==> src/rtl/sequencer_pkg.sv <==
// Shared opcodes, FSM state encoding and control-word bundle
// for the basic 8-bit processor sequencer.
package sequencer_pkg;

  localparam logic [2:0] OP_LOAD  = 3'b000;
  localparam logic [2:0] OP_STORE = 3'b001;
  localparam logic [2:0] OP_ADD   = 3'b010;
  localparam logic [2:0] OP_SUB   = 3'b011;
  localparam logic [2:0] OP_XOR   = 3'b100;
  localparam logic [2:0] OP_BNE   = 3'b101;
  localparam logic [2:0] OP_JMP   = 3'b110;
  localparam logic [2:0] OP_HALT  = 3'b111;

  typedef enum logic [2:0] {
    S_RST  = 3'd0,
    S_F0   = 3'd1,
    S_F1   = 3'd2,
    S_F2   = 3'd3,
    S_X0   = 3'd4,
    S_HALT = 3'd5
  } state_t;

  typedef struct packed {
    logic pc_bus;
    logic inc_pc;
    logic load_pc;
    logic addr_bus;
    logic load_ir;
    logic load_mar;
    logic mdr_bus;
    logic load_mdr;
    logic cs;
    logic r_nw;
    logic acc_bus;
    logic load_acc;
    logic alu_acc;
    logic alu_add;
    logic alu_sub;
    logic alu_xor;
    logic halted;
  } ctrl_t;

endpackage

==> src/rtl/seq_decode.sv <==
// Combinational control decode: (state, op, z_flag) -> control word.
// Ports: i_state, i_op, i_z_flag in; o_ctrl out.
module seq_decode
  import sequencer_pkg::*;
(
  input  state_t     i_state,
  input  logic [2:0] i_op,
  input  logic       i_z_flag,
  output ctrl_t      o_ctrl
);

  always_comb begin
    o_ctrl = '0;
    case (i_state)
      S_F0: begin
        o_ctrl.pc_bus   = 1'b1;
        o_ctrl.load_mar = 1'b1;
        o_ctrl.inc_pc   = 1'b1;
      end
      S_F1: begin
        o_ctrl.cs      = 1'b1;
        o_ctrl.r_nw    = 1'b1;
        o_ctrl.mdr_bus = 1'b1;
        o_ctrl.load_ir = 1'b1;
      end
      S_F2: begin
        o_ctrl.addr_bus = 1'b1;
        o_ctrl.load_mar = 1'b1;
      end
      S_X0: begin
        case (i_op)
          OP_LOAD, OP_ADD, OP_SUB, OP_XOR: begin
            o_ctrl.cs       = 1'b1;
            o_ctrl.r_nw     = 1'b1;
            o_ctrl.mdr_bus  = 1'b1;
            o_ctrl.load_acc = 1'b1;
            o_ctrl.alu_acc  = (i_op != OP_LOAD);
            o_ctrl.alu_add  = (i_op == OP_ADD);
            o_ctrl.alu_sub  = (i_op == OP_SUB);
            o_ctrl.alu_xor  = (i_op == OP_XOR);
          end
          OP_STORE: begin
            o_ctrl.acc_bus  = 1'b1;
            o_ctrl.load_mdr = 1'b1;
            o_ctrl.cs       = 1'b1;
          end
          OP_JMP: begin
            o_ctrl.addr_bus = 1'b1;
            o_ctrl.load_pc  = 1'b1;
          end
          OP_BNE: begin
            o_ctrl.addr_bus = ~i_z_flag;
            o_ctrl.load_pc  = ~i_z_flag;
          end
          default: ;
        endcase
      end
      S_HALT: o_ctrl.halted = 1'b1;
      default: ;
    endcase
  end

endmodule

==> src/rtl/sequencer.sv <==
// Sequencer top: state register, retired-instruction counter, decode.
// Ports: clock, n_reset, op, z_flag in; bus/load/memory strobes, halted, instr_count out.
module sequencer
  import sequencer_pkg::*;
#(
  parameter int OP_W    = 3,
  parameter int COUNT_W = 8
) (
  input  logic               clock,
  input  logic               n_reset,
  input  logic [OP_W-1:0]    op,
  input  logic               z_flag,
  output logic               PC_bus,
  output logic               INC_PC,
  output logic               load_PC,
  output logic               Addr_bus,
  output logic               load_IR,
  output logic               load_MAR,
  output logic               MDR_bus,
  output logic               load_MDR,
  output logic               CS,
  output logic               R_NW,
  output logic               ACC_bus,
  output logic               load_ACC,
  output logic               ALU_ACC,
  output logic               ALU_add,
  output logic               ALU_sub,
  output logic               ALU_xor,
  output logic               halted,
  output logic [COUNT_W-1:0] instr_count
);

  state_t             r_state;
  logic [COUNT_W-1:0] r_count;
  logic [2:0]         w_op;
  ctrl_t              w_ctrl;

  // Opcode lives in the top bits of the op field.
  assign w_op = op[OP_W-1 -: 3];

  always_ff @(posedge clock or negedge n_reset) begin
    if (!n_reset) begin
      r_state <= S_RST;
      r_count <= '0;
    end else begin
      case (r_state)
        S_RST: r_state <= S_F0;
        S_F0:  r_state <= S_F1;
        S_F1:  r_state <= S_F2;
        S_F2:  r_state <= (w_op == OP_HALT) ? S_HALT : S_X0;
        S_X0: begin
          r_state <= S_F0;
          r_count <= r_count + 1'b1;
        end
        S_HALT: r_state <= S_HALT;
        default: r_state <= S_RST;
      endcase
    end
  end

  seq_decode u_dec (
    .i_state  (r_state),
    .i_op     (w_op),
    .i_z_flag (z_flag),
    .o_ctrl   (w_ctrl)
  );

  assign PC_bus      = w_ctrl.pc_bus;
  assign INC_PC      = w_ctrl.inc_pc;
  assign load_PC     = w_ctrl.load_pc;
  assign Addr_bus    = w_ctrl.addr_bus;
  assign load_IR     = w_ctrl.load_ir;
  assign load_MAR    = w_ctrl.load_mar;
  assign MDR_bus     = w_ctrl.mdr_bus;
  assign load_MDR    = w_ctrl.load_mdr;
  assign CS          = w_ctrl.cs;
  assign R_NW        = w_ctrl.r_nw;
  assign ACC_bus     = w_ctrl.acc_bus;
  assign load_ACC    = w_ctrl.load_acc;
  assign ALU_ACC     = w_ctrl.alu_acc;
  assign ALU_add     = w_ctrl.alu_add;
  assign ALU_sub     = w_ctrl.alu_sub;
  assign ALU_xor     = w_ctrl.alu_xor;
  assign halted      = w_ctrl.halted;
  assign instr_count = r_count;

endmodule

==> config.mk <==
export PLATFORM = sky130hd
export DESIGN_NAME = sequencer
export DESIGN_NICKNAME = d
export VERILOG_FILES = /design/src/rtl/sequencer_pkg.sv /design/src/rtl/seq_decode.sv /design/src/rtl/sequencer.sv
export SDC_FILE = /design/constraint.sdc
export NUM_CORES = 1
export LEC_CHECK = 0
export CELL_PAD_IN_SITES_DETAIL_PLACEMENT = 1
export CELL_PAD_IN_SITES_GLOBAL_PLACEMENT = 2
export CORE_ASPECT_RATIO = 0.9
export CORE_MARGIN = 3
export CORE_UTILIZATION = 25
export DETAILED_ROUTE_END_ITERATION = 10
export HOLD_SLACK_MARGIN = 0.12
export PLACE_DENSITY = 0.84
export SLEW_MARGIN = 20
export SYNTH_ARGS = -nofsm -noshare
export SYNTH_HDL_FRONTEND = slang
export SYNTH_SLANG_ARGS = --single-unit
==> constraint.sdc <==
create_clock -name clock -period 2.2 [get_ports clock]
set_clock_uncertainty 0.05 [all_clocks]
set_input_delay 0.55 -clock clock [delete_from_list [all_inputs] [get_ports clock]]
set_output_delay 0.55 -clock clock [all_outputs]
set_load 0.1 [all_outputs]
---- Yosys cells after proc, flatten, opt, wreduce, memory -nomap -nowiden ----
Index checks and enable logic that the tools add are counted.
cells by class
  add/sub/neg operators ................... 1
  eq/ne operators ......................... 12
  muxes and demuxes ....................... 17
  bitwise gates (word level) .............. 1
  reduce and logical (&&, ||, !) cells .... 7
operators by type and width
  kind                   count
  $eq A3 B3 Y1 const B   6
  $pmux W3 S5            1
  $eq A3 B2 Y1 const B   4
  $mux W1                9
  $add A8 B1 Y8 const B  1
  $pmux W2 S2            2
  $eq A3 B1 Y1 const B   2
  $logic_not A3 Y1       2
  $mux W6                1
  $mux W5                1
  $reduce_or A5 Y1       1
  $pmux W1 S2            2
  $reduce_or A2 Y1       2
  $reduce_or A4 Y1       1
  $reduce_bool A3 Y1     1
  $mux W2                1
  $not A1 Y1             1
word-level totals
  register bits after elaboration ......... 11
  input bits .............................. 6

---- Longest topological paths before layout ----
Gate-level depths: netlist (run 1).
  depth after elaboration ................. 4
  depth in mapped cells ................... 4
  gate-level depth less buffers ........... 4

---- Hierarchy ----
From an unflattened synthesis (run 1), not the netlist that was laid out.
second synthesis, totals
  cells, all modules ...................... 66
  area total of the unflattened synthesis .. 710.7 um^2
by module, submodules not included
  module      instances  cells an instance  area an instance (um^2)  sequential area each (um^2)
  sequencer   1          38                 484.2                    275.3
  seq_decode  1          28                 226.5                    0.0

---- Worst setup path after synthesis (run 1) ----
OpenSTA, ideal clock, no wires.
  kind .................................... register to output
  from .................................... register r_state[1]
  to ...................................... output load_MDR
  arrival time ............................ 4323 ps
  data required time ...................... 1600 ps
  setup slack ............................. -2723 ps
  stages on the path, launching flop included .. 4
  buffers on the path ..................... 1
  cell sequence ........................... dfrtp_1 > or2b_1 > nor4_1 > buf_4
on the way
  cells in the longest elaborated chain, start to end .. 2
ends and longest elaborated chain
  element                 line              RTL
  start, declared         sequencer.sv:33   state_t r_state;
  start signal, assigned  sequencer.sv:50   S_F2: r_state <= (w_op == OP_HALT) ? S_HALT : S_X0;
  $eq A3 B3 Y1            seq_decode.sv:14  case (i_state)
  $mux W1                 seq_decode.sv:14
  end, declared           sequencer.sv:20   output logic load_MDR,
Every way passes these cells.

---- Worst setup path after layout (run 1) ----
  from .................................... input op[0]
  to ...................................... output Addr_bus
on the way
  cells in the longest elaborated chain, start to end .. 3
ends and longest elaborated chain
  element          line              RTL
  start, declared  sequencer.sv:11   input logic [OP_W-1:0] op,
  $eq A3 B3 Y1     seq_decode.sv:31  case (i_op)
  $pmux W2 S2 (*)  seq_decode.sv:31
  $pmux W1 S2 (*)  seq_decode.sv:14
  end, declared    sequencer.sv:16   output logic Addr_bus,
Mark *: on every way between the ends. The rest lies on a longest branch, timed or not.

==> results of run 1 <==
## metal layers
metal,global-route usage,up-vias,part of all wire
met1,0.150,315,0.41
met5,0,-,0
met4,0.0186,0,0
li1,-,310,-
met3,0.0280,0,0.046
met2,0.212,19,0.54
## worst register-to-register path, cell delays in order (launching register included)
cell and delay (ns):
dfrtp_2 0.42, nor3b_4 0.26, buf_6 0.16, buf_4 0.17
mux2_2 0.34
## cell usage in the layout (no fill, tap or decap), drive strengths merged
cell            n
buf            39
dfrtp          11
xnor2           7
nor2            6
nand2           4
clkbuf          4
and3            4
nand4           3
a21o            2
nand2b          2
a21oi           2
nor3            2
nor3b           2
nor2b           2
o21ai           2
o211a           1
inv             1
or2             1
or2b            1
a41oi           1
nor4            1
xor2            1
and4            1
and2            1
nand3           1
mux2            1
ha              1
clkinv          1
clkdlybuf4s50   1
clkdlybuf4s15   1
dlygate4sd2     1
## kinds of logic (layout without fill, tap and decap cells)
logic type                 Yosys count  in the layout  share of synthesized area
adders and majority gates            1              1                     0.0185
xor gates and xnor gates             8              8                      0.115
and+or+nand+nor                     31             31                      0.307
muxes                                1              1                     0.0166
DFF                                 11             11                      0.407
buffers and inverters                5             48                     0.0554
AOI/OAI and AO/OA                    8              8                     0.0813
## flip-flops by register name, summed over array words and instances (netlist names)
signal and flops:
r_state 3, instr_count 8
## layout make-up
type / instances / area, sq um
Clock buffer: 3 / 22.5
Clock inverter: 1 / 5.00
Fill cell: 259 / 1080
Inverter: 1 / 6.26
Multi-Input combinational cell: 49 / 483
Sequential cell: 11 / 279
Tap cell: 28 / 35.0
Timing Repair Buffer: 43 / 596
## repair_timing
| item | CTS | global route |
|---|---|---|
| setup endpoints to repair | 12 | 10 |
| gates resized for setup | 15 | 8 |
| pin swaps | 4 | 4 |
| setup buffers | 3 | 2 |
## metrics by stage
stage / hold WS (ns) / setup WS, ns / TNS (ns) / utilization
floorplan: 0.204 / -0.643 / -2.10 / -
global placement: 0.414 / -0.300 / -2.56 / 0.527
detailed placement: 0.433 / -0.350 / -3.12 / 0.527
CTS: 0.443 / 0.00420 / 0 / 0.558
global route: 0.461 / -0.00110 / -0.00110 / 0.568
finish: 0.442 / 0.0439 / 0 / 0.568
## worst paths after layout
kind | startpoint | endpoint | cells past startpoint
worst min register to register | instr_count[7] | instr_count[7] | 1
worst max register to register | r_state[0] | instr_count[1] | 4
max in group asynchronous | n_reset | r_state[2] | 1
worst max-delay path | op[0] | Addr_bus | 5
min in group asynchronous | n_reset | instr_count[7] | 1
worst min-delay path | instr_count[7] | instr_count[7] | 1
## synthesized netlist by cell type (all sizes together) (3+ instances only)
library cell   n
buf            4
dfrtp         11
xnor2          7
nand4          3
nor2           6
and3           4
nand2          4
==> metrics.md, run 1 <==
| Metric | Value |
|---|---|
| CP max FO | 5 |
| Count of different cell masters after synthesis | 33 |
| Antenna cells | 0 |
| First-pass GRT wire length | about 3200 um |
| Count of input and output buffers | 30 |
| Setup-failing EPs final | 0 |
| Final-report max-slew violation count | 0 |
| Placement Rows | 17 |
| Post-synth EDFFs | 0 |
| Number of max-cap violations | 0 |
| Synth top area share | 0.407 |
| TritonCTS Buffers | 3 |
| Largest area contributor in the netlist | dfrtp_1 |
| CTS H-tree depth | 1 |
| Async set or reset register ratio after synthesis | 1.00 |
| Worst endpoint required time | between 1.5 and 2 ns |
| Slew headroom | 0.674 |
| Buf/Inv on CP | 2 |
| DIE WIDTH | 60.9 um |
| Net Count, Synth | 72 |
| Die Y | 55.4 um |
| CTS tree | yes |
| Die area | approximately 3400 sq um |
| WL per Instance | ~14 um |
| Crit path max-delay family | compound AO/OA/AOI/OAI gates |
| Post-synthesis sequential area ratio | 0.407 |
| Boundary Pins | 31 |
| Cell Area, Synth | just under 700 sq um |
| Largest net degree at the start of global routing | 13 |
| Yosys warnings | 0 |
| Synth top area cells | dfrtp_1 41%, xnor2_1 7.8%, and3_2 3.3%, buf_4 3.3%, nor2_1 3.3% |
| Setup crit start kind | input pin |
| Fmax | ~460 MHz |
| Placer congestion estimate | between 0.6 and 0.7 |
| Post-route clock period utilization | 0.980 |
| Worst R2R Setup Slack | 0.69 ns |
| Final Hold Fails | 0 |
| Clock Latency Late Sink | between 0.2 and 0.3 ns |
| Nets | between 100 and 150 |
| Gate Count Post-Synth | 65 |
| Vias per std cell | ~4.7 |
| CTS root buf | clkbuf_4 |
| Grt total ovfl | 0 |
| Via Count | approximately 640 |
| Pre-antenna DRT Iters | 4 |
| Slowest Stage Delay on Critical Path | about 0.25 ns |
| Routed WL | between 1500 and 2000 um |
| Hold WC Path Type | reg -> reg |
| Vias in the first global route | 667 |
| Design Area, Final | roughly 1400 sq um |
| GRT Util Overall | 0.121 |
| Layout cells sized above 1 | 0.685 |
| Maximum buffer depth of the clock tree | 2 |
| Flops & latches, synth | 11 |
| Dpl hpwl | ~1500 um |
| Initial core utilization | 0.270 |
| DRC | 0 |
| Status | completed |
| CTS Hold Bufs | 0 |
| Initial antenna violation count | 0 |
| Avg Inst Size Synth | ~10 sq um |
| Final ANT Viol Nets | 0 |
| Critical path, cell by cell | clkdlybuf4s15_2, nor3b_2, o211a_4, a21o_4, buf_12 |
| Dpl cells | between 100 and 150 |
| Cell Count, Final, Fillers Out | 136 |
| Critical path endpoint category | primary output |
| P&R area growth vs syn | 111% |
| Main synth FF type | dfrtp_1 |
| CTS clk-pin slew, worst paths | roughly 0.070 ns |
| Min Tclk post-route | around 2.2 ns |
| Crit path DAT | between 1.5 and 2 ns |
| Drt initial violations | 6 |
| CTS sink cnt | 11 |
| Area of placed instances | 1320 sq um |
| CORE AREA | around 2500 sq um |
| Critical Path Slowest Stage Cell | o211a_4 |
| Slew @ Worst Pin | between 0.4 and 0.5 ns |
| Crit path kind | in -> out |
Power of run 1 is left out: the tool's default activity adds up to more than one toggle a clock period on the data nets, which glitch-free logic cannot reach.
==> run 2: changes to the inputs <==
--- a/config.mk
+++ b/config.mk
@@ -11,6 +11,7 @@
 export CORE_MARGIN = 3
 export CORE_UTILIZATION = 25
 export DETAILED_ROUTE_END_ITERATION = 10
+export GPL_TIMING_DRIVEN = 0
 export HOLD_SLACK_MARGIN = 0.12
 export PLACE_DENSITY = 0.84
 export SLEW_MARGIN = 20
==> run 2 against run 1 <==
Via count rose by 2.8%. Worst hold slack got worse by 0.019 ns. Count of clock-buffer cells in the layout rose by 1. Highest routed layer unchanged.
==> metrics.md, run 2 (synthesis results as in run 1) <==
| Metric | Value |
|---|---|
| Status | completed |
| Maximum buffer depth of the clock tree | 2 |
| Boundary Pins | 31 |
| Placer congestion estimate | around 0.70 |
| Routed WL | approximately 1900 um |
| Crit path kind | reg -> out |
| Final ANT Viol Nets | 0 |
| # fillers | 280 |
| Slew @ Worst Pin | 0.963 ns |
| Slew headroom | 0.361 |
| Setup crit start kind | flip-flop |
| Antenna cells | 0 |
| P&R area growth vs syn | 88.7% |
| Placement Rows | 17 |
| Setup-failing EPs final | 0 |
| Drt initial violations | 14 |
| RSZ-0062 raised after global routing | yes |
| DIE WIDTH | a little over 60 um |
| Vias per std cell | 4.83 |
| CTS root buf | clkbuf_4 |
| Critical path endpoint category | primary output |
| Die area | ~3400 sq um |
| Count of input and output buffers | 30 |
| GRT Util Overall | 0.120 |
| Fmax | 462 MHz |
| TritonCTS Buffers | 3 |
| CTS tree | yes |
| Clock Latency Late Sink | 0.28 ns |
| CTS H-tree depth | 1 |
| Final Hold Fails | 0 |
| Hold WC Path Type | reg -> reg |
| Post-route clock period utilization | 0.985 |
| Worst endpoint required time | 1.60 ns |
| Min Tclk post-route | between 2 and 2.5 ns |
| Leading cell type in the layout, fill and taps excluded | buf_4 |
| CTS Hold Bufs | 0 |
| Grt total ovfl | 0 |
| Initial core utilization | 0.270 |
| Max FFs per register | 8 |
| Initial antenna violation count | 0 |
| Crit path DAT | around 1.6 ns |
| Number of max-cap violations | 0 |
| Via Count | about 660 |
| Final-report max-slew violation count | 0 |
| CTS sink cnt | 11 |
| CORE AREA | between 2000 and 3000 sq um |
| WL per Instance | approximately 14 um |
| Final Core Density | 0.509 |
| TNS Setup | 0 ns |
| Layout cells sized above 1 | 0.642 |
| Worst R2R Setup Slack | around 0.71 ns |
| Nets | approximately 120 |
| Commonest cells after routing, fill and taps aside | 14 x buf_4, 8 x buf_12, 8 x dfrtp_1 |
| Vias in the first global route | between 600 and 700 |
| Design Area, Final | approximately 1300 sq um |
| Die Y | between 50 and 60 um |
| DRC | 0 |
| CP max FO | 4 |
| Largest net degree at the start of global routing | 12 |
| First-pass GRT wire length | 3140 um |
| Area of placed instances | around 1100 sq um |
| Fin worst setup slack | approximately 0.033 ns |
| Pre-antenna DRT Iters | 4 |
| Setup Slack @ Placement | -1.31 ns |
| Dpl hpwl | approximately 1400 um |
| CTS clk-pin slew, worst paths | approximately 0.08 ns |
[run 2: repair_timing]
| action | 4_1_cts | 5_1_grt |
|---|---|---|
| gates resized for setup | 146 | 18 |
| setup buffers | 8 | 4 |
| pin swaps | 3 | 4 |
| endpoints found under the setup margin | 25 | 17 |
[run 2: worst paths after layout]
| path | startpoint | end | depth (start not counted) |
|---|---|---|---|
| setup / recovery | r_state[0] | Addr_bus | 5 |
| hold / removal | instr_count[7] | instr_count[7] | 1 |
| setup reg to reg | r_state[0] | instr_count[1] | 4 |
| hold reg to reg | instr_count[7] | instr_count[7] | 1 |
| max in group asynchronous | n_reset | r_state[1] | 1 |
| min in group asynchronous | n_reset | instr_count[6] | 1 |
[run 2: layer usage]
layer	wire, um	track usage	vias up	share of wire
met5	0	0	-	0
li1	-	-	314	-
met1	809	0.155	329	0.42
met3	83	0.0397	0	0.043
met2	1050	0.191	19	0.54
met4	0	0.0279	0	0
[run 2: layout make-up]
| class | count | area, sq um | area share |
|---|---|---|---|
| Tap cell | 28 | 35.0 | 0.0274 |
| Buffer | 2 | 31.3 | 0.0245 |
| Clock buffer | 4 | 26.3 | 0.0206 |
| Sequential cell | 11 | 279 | 0.218 |
| Multi-Input combinational cell | 49 | 482 | 0.377 |
| Timing Repair Buffer | 42 | 418 | 0.327 |
| Inverter | 1 | 6.26 | 0.00490 |
[run 2: stage by stage]
step | instances | hold WS [ns]
after floorplan | 65 | 0.204
after global placement | 123 | 0.412
after detailed placement | 123 | 0.416
after CTS | 135 | 0.425
after global routing | 137 | 0.459
final | 137 | 0.424
[run 2: critical path, stage by stage (launching register included)]
cell     delay (ns)
dfrtp_2        0.45
nor3b_4        0.27
buf_4          0.15
o211a_4        0.16
a21o_4         0.10
buf_12         0.16
Power of run 2 is left out for the same reason.
